<file path="config.mk">
export PLATFORM = sky130hd
export DESIGN_NAME = updown_count_decoder
export DESIGN_NICKNAME = d
export VERILOG_FILES = /design/src/rtl/updown_count_decoder.sv
export SDC_FILE = /design/constraint.sdc
export NUM_CORES = 1
export LEC_CHECK = 0
export BUFFER_PORTS_ARGS = -buffer_cell sky130_fd_sc_hd__buf_2
export CORE_MARGIN = 3
export CORE_UTILIZATION = 40
export DETAILED_ROUTE_END_ITERATION = 10
export GPL_ROUTABILITY_DRIVEN = 0
export PLACE_DENSITY = 0.63
export SETUP_SLACK_MARGIN = 0.5
export SLEW_MARGIN = 20
export SYNTH_ARGS = -nofsm -noshare
export SYNTH_HDL_FRONTEND = slang
export SYNTH_SLANG_ARGS = --single-unit
</file>
<file path="constraint.sdc">
create_clock -name clk -period 2.4 [get_ports clk]
set_input_delay 0.12 -clock clk [delete_from_list [all_inputs] [get_ports clk]]
set_output_delay 0.12 -clock clk [all_outputs]
set_load 0.05 [all_outputs]
</file>
<file path="src/rtl/updown_count_decoder.sv">
// Recovers count direction from sampled up/down counter values,
// locks after a run of legal steps and counts illegal jumps.
module updown_count_decoder #(
    parameter int WIDTH    = 3,
    parameter int LOCK_CNT = 4,
    parameter int ERR_W    = 8
) (
    input  logic             clk,
    input  logic             rst,
    input  logic [WIDTH-1:0] q_in,
    input  logic             valid_in,
    output logic             dir_out,
    output logic             dir_valid,
    output logic             step_err,
    output logic [ERR_W-1:0] err_cnt,
    output logic             locked
);

    localparam int RUN_W = $clog2(LOCK_CNT + 1);

    typedef enum logic [1:0] {
        S_IDLE,
        S_ACQ,
        S_LOCK
    } state_t;

    state_t             r_state;
    state_t             w_state_nxt;
    logic [WIDTH-1:0]   r_prev;
    logic [RUN_W-1:0]   r_run;
    logic [RUN_W-1:0]   w_run_nxt;
    logic [RUN_W-1:0]   w_run_inc;
    logic               r_dir;
    logic               r_dv;
    logic               r_se;
    logic [ERR_W-1:0]   r_err_cnt;
    logic               r_locked;

    logic [WIDTH-1:0]   w_delta;
    logic               w_up;
    logic               w_dn;
    logic               w_hold;
    logic               w_err;
    logic               w_dir_nxt;
    logic               w_dv_nxt;
    logic               w_se_nxt;
    logic [ERR_W-1:0]   w_err_cnt_nxt;

    // Modular subtraction makes wrap-around steps look like +1 / -1.
    assign w_delta   = q_in - r_prev;
    assign w_up      = (w_delta == WIDTH'(1));
    assign w_dn      = (w_delta == {WIDTH{1'b1}});
    assign w_hold    = (w_delta == '0);
    assign w_err     = !(w_up || w_dn || w_hold);
    assign w_run_inc = r_run + RUN_W'(1);

    always_ff @(posedge clk) begin
        if (rst) begin
            r_state   <= S_IDLE;
            r_prev    <= '0;
            r_run     <= '0;
            r_dir     <= 1'b1;
            r_dv      <= 1'b0;
            r_se      <= 1'b0;
            r_err_cnt <= '0;
            r_locked  <= 1'b0;
        end else begin
            r_state   <= w_state_nxt;
            r_run     <= w_run_nxt;
            r_dir     <= w_dir_nxt;
            r_dv      <= w_dv_nxt;
            r_se      <= w_se_nxt;
            r_err_cnt <= w_err_cnt_nxt;
            r_locked  <= (w_state_nxt == S_LOCK);
            if (valid_in) begin
                r_prev <= q_in;
            end
        end
    end

    always_comb begin
        w_state_nxt = r_state;
        w_run_nxt   = r_run;
        if (valid_in) begin
            unique case (r_state)
                S_IDLE: begin
                    w_run_nxt   = '0;
                    w_state_nxt = S_ACQ;
                end
                S_ACQ: begin
                    if (w_err) begin
                        w_run_nxt = '0;
                    end else if (w_up || w_dn) begin
                        w_run_nxt = w_run_inc;
                        if (w_run_inc == RUN_W'(LOCK_CNT)) begin
                            w_state_nxt = S_LOCK;
                        end
                    end
                end
                S_LOCK: begin
                    if (w_err) begin
                        w_run_nxt   = '0;
                        w_state_nxt = S_ACQ;
                    end
                end
                default: begin
                    w_run_nxt   = '0;
                    w_state_nxt = S_IDLE;
                end
            endcase
        end
    end

    always_comb begin
        w_dir_nxt     = r_dir;
        w_dv_nxt      = 1'b0;
        w_se_nxt      = 1'b0;
        w_err_cnt_nxt = r_err_cnt;
        if (valid_in && r_state != S_IDLE) begin
            if (w_up || w_dn) begin
                w_dir_nxt = w_up;
                w_dv_nxt  = (r_state == S_LOCK);
            end
            if (w_err) begin
                w_se_nxt = 1'b1;
                if (r_err_cnt != {ERR_W{1'b1}}) begin
                    w_err_cnt_nxt = r_err_cnt + ERR_W'(1);
                end
            end
        end
    end

    assign dir_out   = r_dir;
    assign dir_valid = r_dv;
    assign step_err  = r_se;
    assign err_cnt   = r_err_cnt;
    assign locked    = r_locked;

endmodule

</file>
# Word level (Yosys, flattened, before mapping)
# Cells that the tools add are included.
[op_classes] n_eq_ne=9 n_addsub=3 n_reduce_logical=11 n_mux=11 n_bitwise=3
[op_table] op="2-bit 2-to-1 mux" count=5
[op_table] op="3-bit 2-to-1 mux" count=3
[op_table] op="8-bit by 1-bit adder with 8-bit output, second input constant" count=1
[op_table] op="8-bit != test, second input constant" count=1
[op_table] op="3-bit equality test, second input constant" count=2
[op_table] op="2-bit one-hot mux with 3 select lines" count=1
[op_table] op="3-bit one-hot mux with 2 select lines" count=1
[op_table] op="3-bit AND reduction" count=2
[op_table] op="2-bit equality test, second input constant" count=2
[op_table] op="3-bit by 1-bit adder with 3-bit output, second input constant" count=1
[op_table] op="3-bit by 1-bit equality test with 1-bit output, second input constant" count=1
[op_table] op="3-bit zero test" count=1
[op_table] op="3-bit != test, second input constant" count=1
[op_table] op="1-bit NOT" count=3
[op_table] op="3-bit OR reduction" count=1
[op_table] op="3-bit subtractor" count=1
[op_table] op="2-bit by 1-bit equality test with 1-bit output, second input constant" count=1
[op_table] op="2-bit zero test" count=1
[op_table] op="1-bit logical OR" count=2
[op_table] op="2-bit != test, second input constant" count=1
[op_table] op="2-bit AND reduction" count=1
[op_table] op="2-bit nonzero test" count=1
[op_table] op="2-bit OR reduction" count=1
[op_table] op="1-bit logical AND" count=1
[op_table] op="1-bit 2-to-1 mux" count=1
[word_totals] input_bits=6 out_inout_bits=12 word_cells=45 reg_bits=20

# Longest topological paths before layout
[depth] word_depth=8 ltp_mapped=9 depth_no_buf=7

# Worst setup path after synthesis
# Ideal clock, no wire load.
[synth_timing] path_type="register -> register" from="register r_prev[0]" to="register r_err_cnt[7], in the netlist err_cnt[7]" period_less_slack_ps=2389 t_required_ps=2277 slack_ps=11 t_arrival_ps=2266 setup_time_ps=123 stages_incl_launch_ff=9 n_path_buf=2 cell_sequence="dfxtp_1 ha_1 fa_1 clkbuf_1 nor2_1 mux2_4 buf_6 nor4_4 mux2_1"
[synth_between] elab_chain_cells=6 word_cells_on_any_way=8 classes_between="add/sub: 1; eq/ne: 2; bitwise: 1; reduce/logical: 4"
[synth_lines] item="start, declared" line_no="29" rtl="logic [WIDTH-1:0] r_prev;"
[synth_lines] item="start signal, assigned" line_no="76" rtl="r_prev <= q_in;"
[synth_lines] item="3-bit subtractor *" line_no="50" rtl="assign w_delta = q_in - r_prev;"
[synth_lines] item="3-bit by 1-bit equality test with 1-bit output / 3-bit equality test (equally long branches)" line_no="51, 52"
[synth_lines] item="1-bit logical OR" line_no="54" rtl="assign w_err = !(w_up || w_dn || w_hold);"
[synth_lines] item="1-bit logical OR *" line_no="54"
[synth_lines] item="1-bit NOT (no line) *"
[synth_lines] item="3-bit AND reduction (no line) *"
[synth_lines] item="end signal, assigned" line_no="73" rtl="r_err_cnt <= w_err_cnt_nxt;"
[synth_lines] item="end, declared" line_no="36" rtl="logic [ERR_W-1:0] r_err_cnt;"
# Mark *: on every way between the ends. The rest lies on a longest branch, timed or not.
# A chain may end at the register's enable or synchronous reset.

# Worst setup path in the final report
[layout_timing] from="register r_prev[0]" to="register r_err_cnt[5], in the netlist err_cnt[5]"
# Same word-level chain as after synthesis.

==> summary.txt <==
Status
  – Status: finished, final reports clean

Global routing
  – GRT Residual Overflow: 0
  – Vias in the first global route: 949
  – Global Route Usage Sum: 0.166
  – Largest net degree at the start of global routing: 24
  – Initial antenna violation count: 0
  – First-pass GRT wire length: 4.46 mm

Synthesis
  – XOR/XNOR Fraction of Synth Area: 0.0600
  – Unique masters post-synth: 40
  – Sequential area share after synthesis: 0.349
  – Post-synth EDFFs: 0
  – Post-synthesis mux area share: 0.0775
  – Syn nets: 136
  – Flops & latches, synth: 20
  – Mapped Area: 1150 µm²
  – Post-Synth Simple-Gate Area: 0.224
  – Ys async rst share: 0
  – Combinational family with the most area after synthesis: simple AND/OR/NAND/NOR gates
  – Post-synthesis adder-cell area fraction: 0.0611
  – Cells after synthesis: 125
  – Syn_area_per_cell: 9.17 µm²
  – Compound-gate portion of the synthesized area: 0.178
  – Synth Flop Type: dfxtp_1
  – Synthesis Warnings: 0

STA
  – Minimum clock period: 2.25 ns
  – Setup violators final: 0
  – RSZ-0062 raised after global routing: true
  – Max Clk Rate: 0.444 GHz
  – Final clock skew: 0.00111 ns
  – Post-route clock period utilization: 0.938
  – Final hold vios: 0
  – Total negative setup slack: 0 ns
  – Rel. slew slack: 0.476
  – Worst-Margin Slew: 0.783 ns
  – Pins over their slew limit: 0

Floorplan
  – I/O pin cnt: 18
  – Die Ht: 59.5 µm
  – Initial Util: 0.443
  – Die width: 59.5 µm
  – Num rows: 18
  – Die area: 3540 µm²
  – Core area: 2590 µm²

Place
  – DP Area: 1270 µm²
  – # port buffers: 17
  – HPWL Detailed: 1.56 mm

Setup path
  – Critical Path Sink Type: flip-flop
  – R2r endpoint: err_cnt[5]$_SDFFE_PP0P_
  – Worst EP required: 2.60 ns
  – CP Max Fanout: 5
  – Worst reg-to-reg setup slack: 0.15 ns
  – Critical path data arrival time: 2.46 ns
  – FF-to-FF Start: r_prev[0]$_SDFFE_PP0P_
  – Startpoint types: flip-flop
  – Worst r2r path cells: 6
  – CP Class: reg2reg

Drt
  – Vias post-DR: 1073
  – Total wire length: 2.72 mm
  – Routed len/inst: 14.5 µm
  – Antenna viol nets, final: 0
  – DRC Markers: 0
  – DR iter-0 viols: 19
  – Vias per cell: 5.71
  – Drt pass-1 iters: 4

Clock tree
  – Cts bufs inserted: 3
  – Clock transition at path regs: 0.11 ns
  – Sinks on Clock Net: 20
  – Hold_buf cts: 0
  – CTS tree: built
  – Skew-Pair Late Insertion Delay: 0.30 ns
  – H-tree levels: 1
  – CTS max path bufs: 2
  – Clk root buf: clkbuf_4

Power
  – Pwr Total: 784 µW
  – VDD IR max: 0.367 mV
  – Pwr dens: 504 nW/µm²
  – P_leak: 0.000666 µW

Cells and area
  – ANT cells: 0
  – Sequential Area: 402 µm²
  – Fin nets: 170
  – Share of cells above drive strength 1: 0.411
  – Final Instance Area: 1560 µm²
  – Area grow syn2layout: 35.7%
  – Area of the multi-input gates: 830 µm²
  – Fillers: 213

Worst hold path
  – Hold depth: 3
  – Critical hold path startpoint: q_in[0]
  – Min-Delay Path Class: in2reg
  – Hold Path End: r_prev[0]$_SDFFE_PP0P_

Flow run
  – Max cap viols: 0
sequential cells by signal, summed over array words and instances, names as in the netlist:
name	flops
err_cnt	8
r_prev	3
r_run	3
r_state	2
dir_out	1
dir_valid	1
locked	1
step_err	1
area by class of cell:
class,instances,area share
sequential,20,0.258
clock buffer,4,0.0233
timing repair buffer,34,0.144
inverter,7,0.0169
tap,30,0.0241
multi-input combinational,93,0.533
placed cells by master, fill, tap and decap left out, types with 2 or more instances in the layout:
master	netlist	layout
ha_1	4	3
buf_6	1	3
o2bb2ai_2	0	2
a21o_1	3	3
or4_1	5	3
nand3_1	6	5
nor4_4	1	2
o31ai_1	4	4
nand2b_1	3	3
nor2b_1	4	4
mux2_4	1	3
buf_4	0	14
or4_4	0	2
a21oi_1	5	3
o41ai_2	0	2
nand2_1	4	4
clkbuf_4	0	3
a21oi_2	0	2
mux2_2	2	2
o21ai_0	6	4
mux2i_1	4	4
nor2_1	13	12
nor3_1	3	2
o21ai_1	0	2
inv_1	7	7
buf_2	1	17
and3_1	2	2
dfxtp_1	20	19
Yosys cell counts, drive strengths merged (3+ instances only):
library cell,instances,share of area
mux2i,4,0.035
o21ai,6,0.026
a21o,3,0.020
or4,5,0.033
o31ai,4,0.026
nor3,3,0.013
nand2,4,0.013
nand3,6,0.026
nor2,13,0.043
ha,4,0.044
mux2,4,0.043
nor4,3,0.029
nand2b,3,0.016
inv,7,0.023
a21oi,5,0.022
dfxtp,20,0.35
clkbuf,4,0.013
nor2b,4,0.022
report_power, final:
part,internal (µW),switching [µW]
Sequential,340,8.63
Combinational,113,124
Clock,92.5,105
Total,546,238
timing repair:
action | 4_1_cts | 5_1_grt
cloned | 1 | 0
setup buffers | 9 | 6
pin swaps | 8 | 3
setup endpoints to repair | 13 | 15
gates resized for setup | 12 | 12
worst max path at each step:
stage | endpoint | slack, ns | cells after the start | startpoint
floorplan | err_cnt[7]$_SDFFE_PP0P_ | 0.13 | 8 | r_prev[0]$_SDFFE_PP0P_
global placement | err_cnt[5]$_SDFFE_PP0P_ | 0.12 | 6 | r_prev[0]$_SDFFE_PP0P_
detailed placement | err_cnt[5]$_SDFFE_PP0P_ | 0.05 | 6 | r_prev[0]$_SDFFE_PP0P_
CTS | err_cnt[5]$_SDFFE_PP0P_ | 0.16 | 6 | r_prev[0]$_SDFFE_PP0P_
global route | err_cnt[5]$_SDFFE_PP0P_ | 0.09 | 6 | r_prev[0]$_SDFFE_PP0P_
finish | err_cnt[5]$_SDFFE_PP0P_ | 0.15 | 6 | r_prev[0]$_SDFFE_PP0P_
metal layers:
metal	track usage	vias up	share of wire
li1	-	532	-
met1	0.231	511	0.48
met2	0.250	26	0.47
met3	0.0327	4	0.039
met4	0.0665	0	0.0088
met5	0	-	0
worst max-delay path, stage by stage, from the launching register on:
cell and delay [ns]:
dfxtp_2 0.35, ha_4 0.15, fa_2 0.34, xor3_2 0.29
mux2_4 0.36, nor4_2 0.30, mux2_2 0.36
per-stage QoR:
stage	hold slack, ns	setup slack (ns)	util	std cells
6_report	0.0642	0.149	0.600	188
5_1_grt	0.0717	0.0883	0.600	188
4_1_cts	0.0595	0.159	0.566	182
3_5_place_dp	0.386	0.0549	0.491	168
3_3_place_gp	0.375	0.123	0.491	168
2_1_floorplan	0.267	0.130	-	125
cell families (layout without fill, tap and decap cells):
logic type | after synthesis | after routing
compound gates | 29 | 29
flops | 20 | 20
xor+xnor | 4 | 4
mux | 8 | 9
simple gates | 46 | 46
buf+inv | 13 | 45
fa+ha+maj | 5 | 5
No activity file was read; power rests on OpenSTA's default activity.
